**config.mk**
```make
export PLATFORM = sky130hd
export DESIGN_NAME = stream_merger
export DESIGN_NICKNAME = d
export VERILOG_FILES = /design/src/rtl/stream_merger.sv
export SDC_FILE = /design/constraint.sdc
export NUM_CORES = 1
export LEC_CHECK = 0
export BUFFER_PORTS_ARGS = -buffer_cell sky130_fd_sc_hd__buf_2
export CAP_MARGIN = 20
export CORE_MARGIN = 1.5
export CORE_UTILIZATION = 55
export DETAILED_ROUTE_END_ITERATION = 10
export PLACE_DENSITY = 0.78
export SLEW_MARGIN = 15
export SYNTH_ARGS = -nofsm -noshare
export SYNTH_HDL_FRONTEND = slang
export SYNTH_SLANG_ARGS = --single-unit
```
**constraint.sdc**
```tcl
create_clock -name clk -period 2.01 [get_ports clk]
set_clock_uncertainty 0.05 [all_clocks]
set_input_delay 0.1005 -clock clk [delete_from_list [all_inputs] [get_ports clk]]
set_output_delay 0.1005 -clock clk [all_outputs]
set_load 0.05 [all_outputs]
```
**src/rtl/stream_merger.sv**
```systemverilog
// stream_merger: merges two valid/ready byte streams (A, B) into one
// registered output stream tagged with its source, via per-input FIFOs.
// Ports:
//   clk, rst_n              clock, async active-low reset
//   a_valid/a_data/a_ready  input stream A (a_ready = FIFO A not full)
//   b_valid/b_data/b_ready  input stream B (b_ready = FIFO B not full)
//   out_valid/out_data      merged output word (registered)
//   out_src/out_ready       source tag (0 = A, 1 = B), consumer ready
//   a_level, b_level        FIFO occupancy, 0..DEPTH
module stream_merger #(
   parameter int WIDTH = 8,
   parameter int DEPTH = 2
) (
   input  logic                     clk,
   input  logic                     rst_n,
   input  logic                     a_valid,
   input  logic [WIDTH-1:0]         a_data,
   output logic                     a_ready,
   input  logic                     b_valid,
   input  logic [WIDTH-1:0]         b_data,
   output logic                     b_ready,
   output logic                     out_valid,
   output logic [WIDTH-1:0]         out_data,
   output logic                     out_src,
   input  logic                     out_ready,
   output logic [$clog2(DEPTH):0]   a_level,
   output logic [$clog2(DEPTH):0]   b_level
);

   localparam int AW = $clog2(DEPTH);
   localparam int LW = AW + 1;

   logic [WIDTH-1:0] a_mem [DEPTH];
   logic [WIDTH-1:0] b_mem [DEPTH];
   logic [AW-1:0]    a_wp, a_rp;
   logic [AW-1:0]    b_wp, b_rp;
   logic             a_push, a_pop;
   logic             b_push, b_pop;
   logic             a_ne, b_ne;
   logic             slot_free;
   logic             last_grant;

   // ready depends on the registered level only: no pass-through
   assign a_ready   = (a_level != LW'(DEPTH));
   assign b_ready   = (b_level != LW'(DEPTH));
   assign a_push    = a_valid && a_ready;
   assign b_push    = b_valid && b_ready;
   assign a_ne      = (a_level != '0);
   assign b_ne      = (b_level != '0);
   assign slot_free = !out_valid || out_ready;

   // round-robin: on a tie, serve the port not granted last time
   always_comb begin
      a_pop = 1'b0;
      b_pop = 1'b0;
      if (slot_free) begin
         if (a_ne && b_ne) begin
            a_pop = last_grant;
            b_pop = !last_grant;
         end else if (a_ne) begin
            a_pop = 1'b1;
         end else if (b_ne) begin
            b_pop = 1'b1;
         end
      end
   end

   // storage arrays carry no reset; pointers and levels qualify them
   always_ff @(posedge clk) begin
      if (a_push) a_mem[a_wp] <= a_data;
      if (b_push) b_mem[b_wp] <= b_data;
   end

   always_ff @(posedge clk or negedge rst_n) begin
      if (!rst_n) begin
         a_wp    <= '0;
         a_rp    <= '0;
         a_level <= '0;
      end else begin
         if (a_push) a_wp <= a_wp + AW'(1);
         if (a_pop)  a_rp <= a_rp + AW'(1);
         case ({a_push, a_pop})
            2'b10:   a_level <= a_level + LW'(1);
            2'b01:   a_level <= a_level - LW'(1);
            default: a_level <= a_level;
         endcase
      end
   end

   always_ff @(posedge clk or negedge rst_n) begin
      if (!rst_n) begin
         b_wp    <= '0;
         b_rp    <= '0;
         b_level <= '0;
      end else begin
         if (b_push) b_wp <= b_wp + AW'(1);
         if (b_pop)  b_rp <= b_rp + AW'(1);
         case ({b_push, b_pop})
            2'b10:   b_level <= b_level + LW'(1);
            2'b01:   b_level <= b_level - LW'(1);
            default: b_level <= b_level;
         endcase
      end
   end

   // output slot; last_grant resets to B so the first tie goes to A
   always_ff @(posedge clk or negedge rst_n) begin
      if (!rst_n) begin
         out_valid  <= 1'b0;
         out_data   <= '0;
         out_src    <= 1'b0;
         last_grant <= 1'b1;
      end else if (slot_free) begin
         out_valid <= a_pop || b_pop;
         if (a_pop) begin
            out_data   <= a_mem[a_rp];
            out_src    <= 1'b0;
            last_grant <= 1'b0;
         end else if (b_pop) begin
            out_data   <= b_mem[b_rp];
            out_src    <= 1'b1;
            last_grant <= 1'b1;
         end
      end
   end

endmodule

```
==> metrics.md <==
| Metric | Value |
|---|---|
| Crit path DAT | 2.00 ns |
| Peak VDD IR | 1052 µV |
| Logic pwr share | 0.450 |
| Syn nets | 173 |
| Clk slew on worst S/H paths | 0.09 ns |
| Crit path max fanout | 7 |
| DRT iter0 DRCs | 106 |
| Root buf cell | clkbuf_8 |
| DIE HEIGHT | 66.17 µm |
| Ys flop type | edfxtp_1 |
| Drt pass-1 iters | 4 |
| Cell-internal power | 2.444 mW |
| Fin crit period | 1.828 ns |
| Yosys reg bits | 51 |
| CTS tree | yes |
| Hold Crit Class | in -> reg |
| Routed WL | 4227 µm |
| Worst path slowest cell | dfrtp_2 |
| Die area | 4378 µm² |
| Crit-path max cell delay | 0.48 ns |
| Max transition margin | 0.6878 |
| Hold Path Depth | 3 |
| Fraction of registers with async set/reset | 0.3725 |
| Pwr Density | 1614 nW/µm² |
| Area grow syn2layout | 21.21% |
| CTS buffer count | 5 |
| FF-to-FF path depth | 6 |
| Number of enable flip-flop cells after synthesis | 32 |
| Fmax | 546.9 MHz |
| Overall die width | 66.17 µm |
| Yosys warning total | 0 |
| Final HPWL DP | 2866 µm |
| Initial Utilization | 0.5862 |
| Setup TNS | 0 ns |
| Ant diodes | 0 |
| DR DRC count | 0 |
| Vias | 1,451 |
| Worst-Margin Slew | 0.4648 ns |
| Worst-skew pair later-pin latency | 0.30 ns |
| Final hold viol count | 0 |
| Crit. path cell count | 6 |
| Largest net degree at the start of global routing | 20 |
| Cells after Synth | 150 |
| PortBufs | 36 |
| Hold slack | 0.07979 ns |
| Buf/Inv on CP | 1 |
| CP required | 2.18 ns |
| I/O Pins | 37 |
| Number of global-route vias before repair | 1,478 |
| Max Cap Viol | 0 |
| CP startpoint kind | flop |
| Status | complete, no violations |
| Row cnt | 22 |
| RSZ-0062 raised after global routing | false |
| First-pass GRT wire length | 6927 µm |
| GRT Total Usage | 0.2189 |
| WL/cell | 16.71 µm |
| Clock share of power | 0.130 |
| Avg Vias per Cell | 5.735 |
| Core area | 3744 µm² |
| Syn Std Cell Area | 2195 µm² |
| Post-synthesis sequential area ratio | 0.6551 |
| # nets final | 227 |
| Critical path cell sequence | or2_1, a211o_1, inv_1, ha_1, nor2_1, xor2_1 |
| GR Overflow Total | 0 |
| Switching share of power | 0.4307 |
| Share of post-route cells with drive strength above 1 | 0.3756 |
| Seq pwr share | 0.420 |
| Clock sinks | 51 |
| Yosys cell types | 32 |
| Initial antenna violation count | 0 |
| Crit. End Element | flop |
| Worst Path Class, Setup | reg -> reg |
| Period utilization | 0.9096 |
| CTS HTree Levels | 2 |
| GPL Wtd Cong | 0.9046 |
| Leakage | 1.029 nW |
| Fillers | 263 |
| Setup violators final | 0 |
| Post-CTS Setup Repair Bufs | 0 |
| Crit path max-delay family | flip-flops |
| R2R setup slack | 0.18 ns |
| Final antenna-violating net count | 0 |
| Clock Tree Buf Depth | 2 |
| NetSw | 1.849 mW |
| Fin. max-slew vios | 0 |
| Syn_area_per_cell | 14.63 µm² |
[final timing paths]
path | from | endpoint
min | a_valid | a_wp
min reg2reg | a_wp | a_wp
max reg2reg | a_level[0] | b_level[1]
max in group asynchronous | rst_n | last_grant
min in group asynchronous | rst_n | out_data[7]
max | a_level[0] | b_level[1]
[tightest hold or removal path: stages]
cell and delay [ns]:
buf_2 0.10, nand2_1 0.11, xnor2_1 0.08
[power by group through the flow]
stage | clock (mW) | sequential, mW | combinational, mW
floorplan | 0 | 2.13 | 1.20
global placement | 0 | 1.80 | 1.85
detailed placement | 0 | 1.83 | 1.90
CTS | 0.563 | 1.81 | 1.94
global route | 0.596 | 1.85 | 2.08
finish | 0.557 | 1.80 | 1.93
[synth_stat cells (all sizes together) (3+ instances only)]
cell	n	area, µm²
edfxtp	32	960.9
dfrtp	18	450.4
mux2	16	180.2
o21ai	11	55.05
buf	9	66.31
nor4	9	71.32
a31oi	8	50.05
o31ai	8	60.06
xnor2	7	68.82
nor2	6	25.03
nand2	3	11.26
nand2b	3	18.77
xor2	3	26.28
[registers in the layout, summed over array words and instances (netlist names), 2 cells and up]
register and cells:
a_level 2, out_data 8, a_mem 16, b_mem 16
b_level 2
[kinds of logic (layout without fill, tap and decap cells)]
logic type | after synthesis | after routing | synth area share
compound gates | 31 | 31 | 0.09122
simple gates | 27 | 27 | 0.07926
fa+ha+maj | 2 | 2 | 0.01140
flops | 51 | 51 | 0.6551
buf+inv | 13 | 68 | 0.03762
mux | 16 | 16 | 0.08210
xor+xnor | 10 | 10 | 0.04333
[final cells by class]
cell class	instances	area, µm²	share of cell area
Tap cell	48	60.06	0.02258
Multi-Input combinational cell	86	681.9	0.2564
Clock buffer	7	76.32	0.02869
Inverter	2	7.507	0.002822
Timing Repair Buffer	58	387.9	0.1458
Clock inverter	1	5.005	0.001881
Sequential cell	51	1441	0.5419
[through the flow]
step	power [mW]	cell area, µm²	setup slack, ns	std cells	utilization
global route	4.530	2660	0.1019	253	0.7106
CTS	4.314	2660	0.1616	253	0.7106
finish	4.293	2660	0.1816	253	0.7106
floorplan	3.327	2206	0.006616	150	-
detailed placement	3.729	2409	0.1855	228	0.6434
global placement	3.644	2409	0.2835	228	0.6434
[routing by layer]
metal	wire length (µm)	vias up	global-route usage
met2	2208	54	0.3713
met4	66	0	0.07908
met3	229	6	0.04089
li1	-	674	-
met5	0	-	0
met1	1723	717	0.2809
[cells in the final DEF (no fill, tap or decap), types with 2 or more instances in the layout]
master / instances
buf_2: 36
edfxtp_1: 32
dlygate4sd3_1: 17
mux2_2: 16
dfrtp_1: 15
o21ai_0: 11
a31oi_1: 8
nor4_1: 8
o31ai_1: 8
xnor2_1: 6
clkbuf_8: 5
buf_4: 5
nor2_1: 4
nand2_1: 3
xor2_1: 3
dfrtp_2: 3
nor2_2: 2
nand2b_2: 2
inv_1: 2
and3_1: 2
ha_1: 2
clkbuf_1: 2
[repair_timing]
item                       in CTS  in global routing
hold buffers                   17                  0
setup endpoints to repair       0                  0
gates resized for setup         0                  0
hold endpoints to repair       50                  0
No activity file was read; power rests on OpenSTA's default activity.
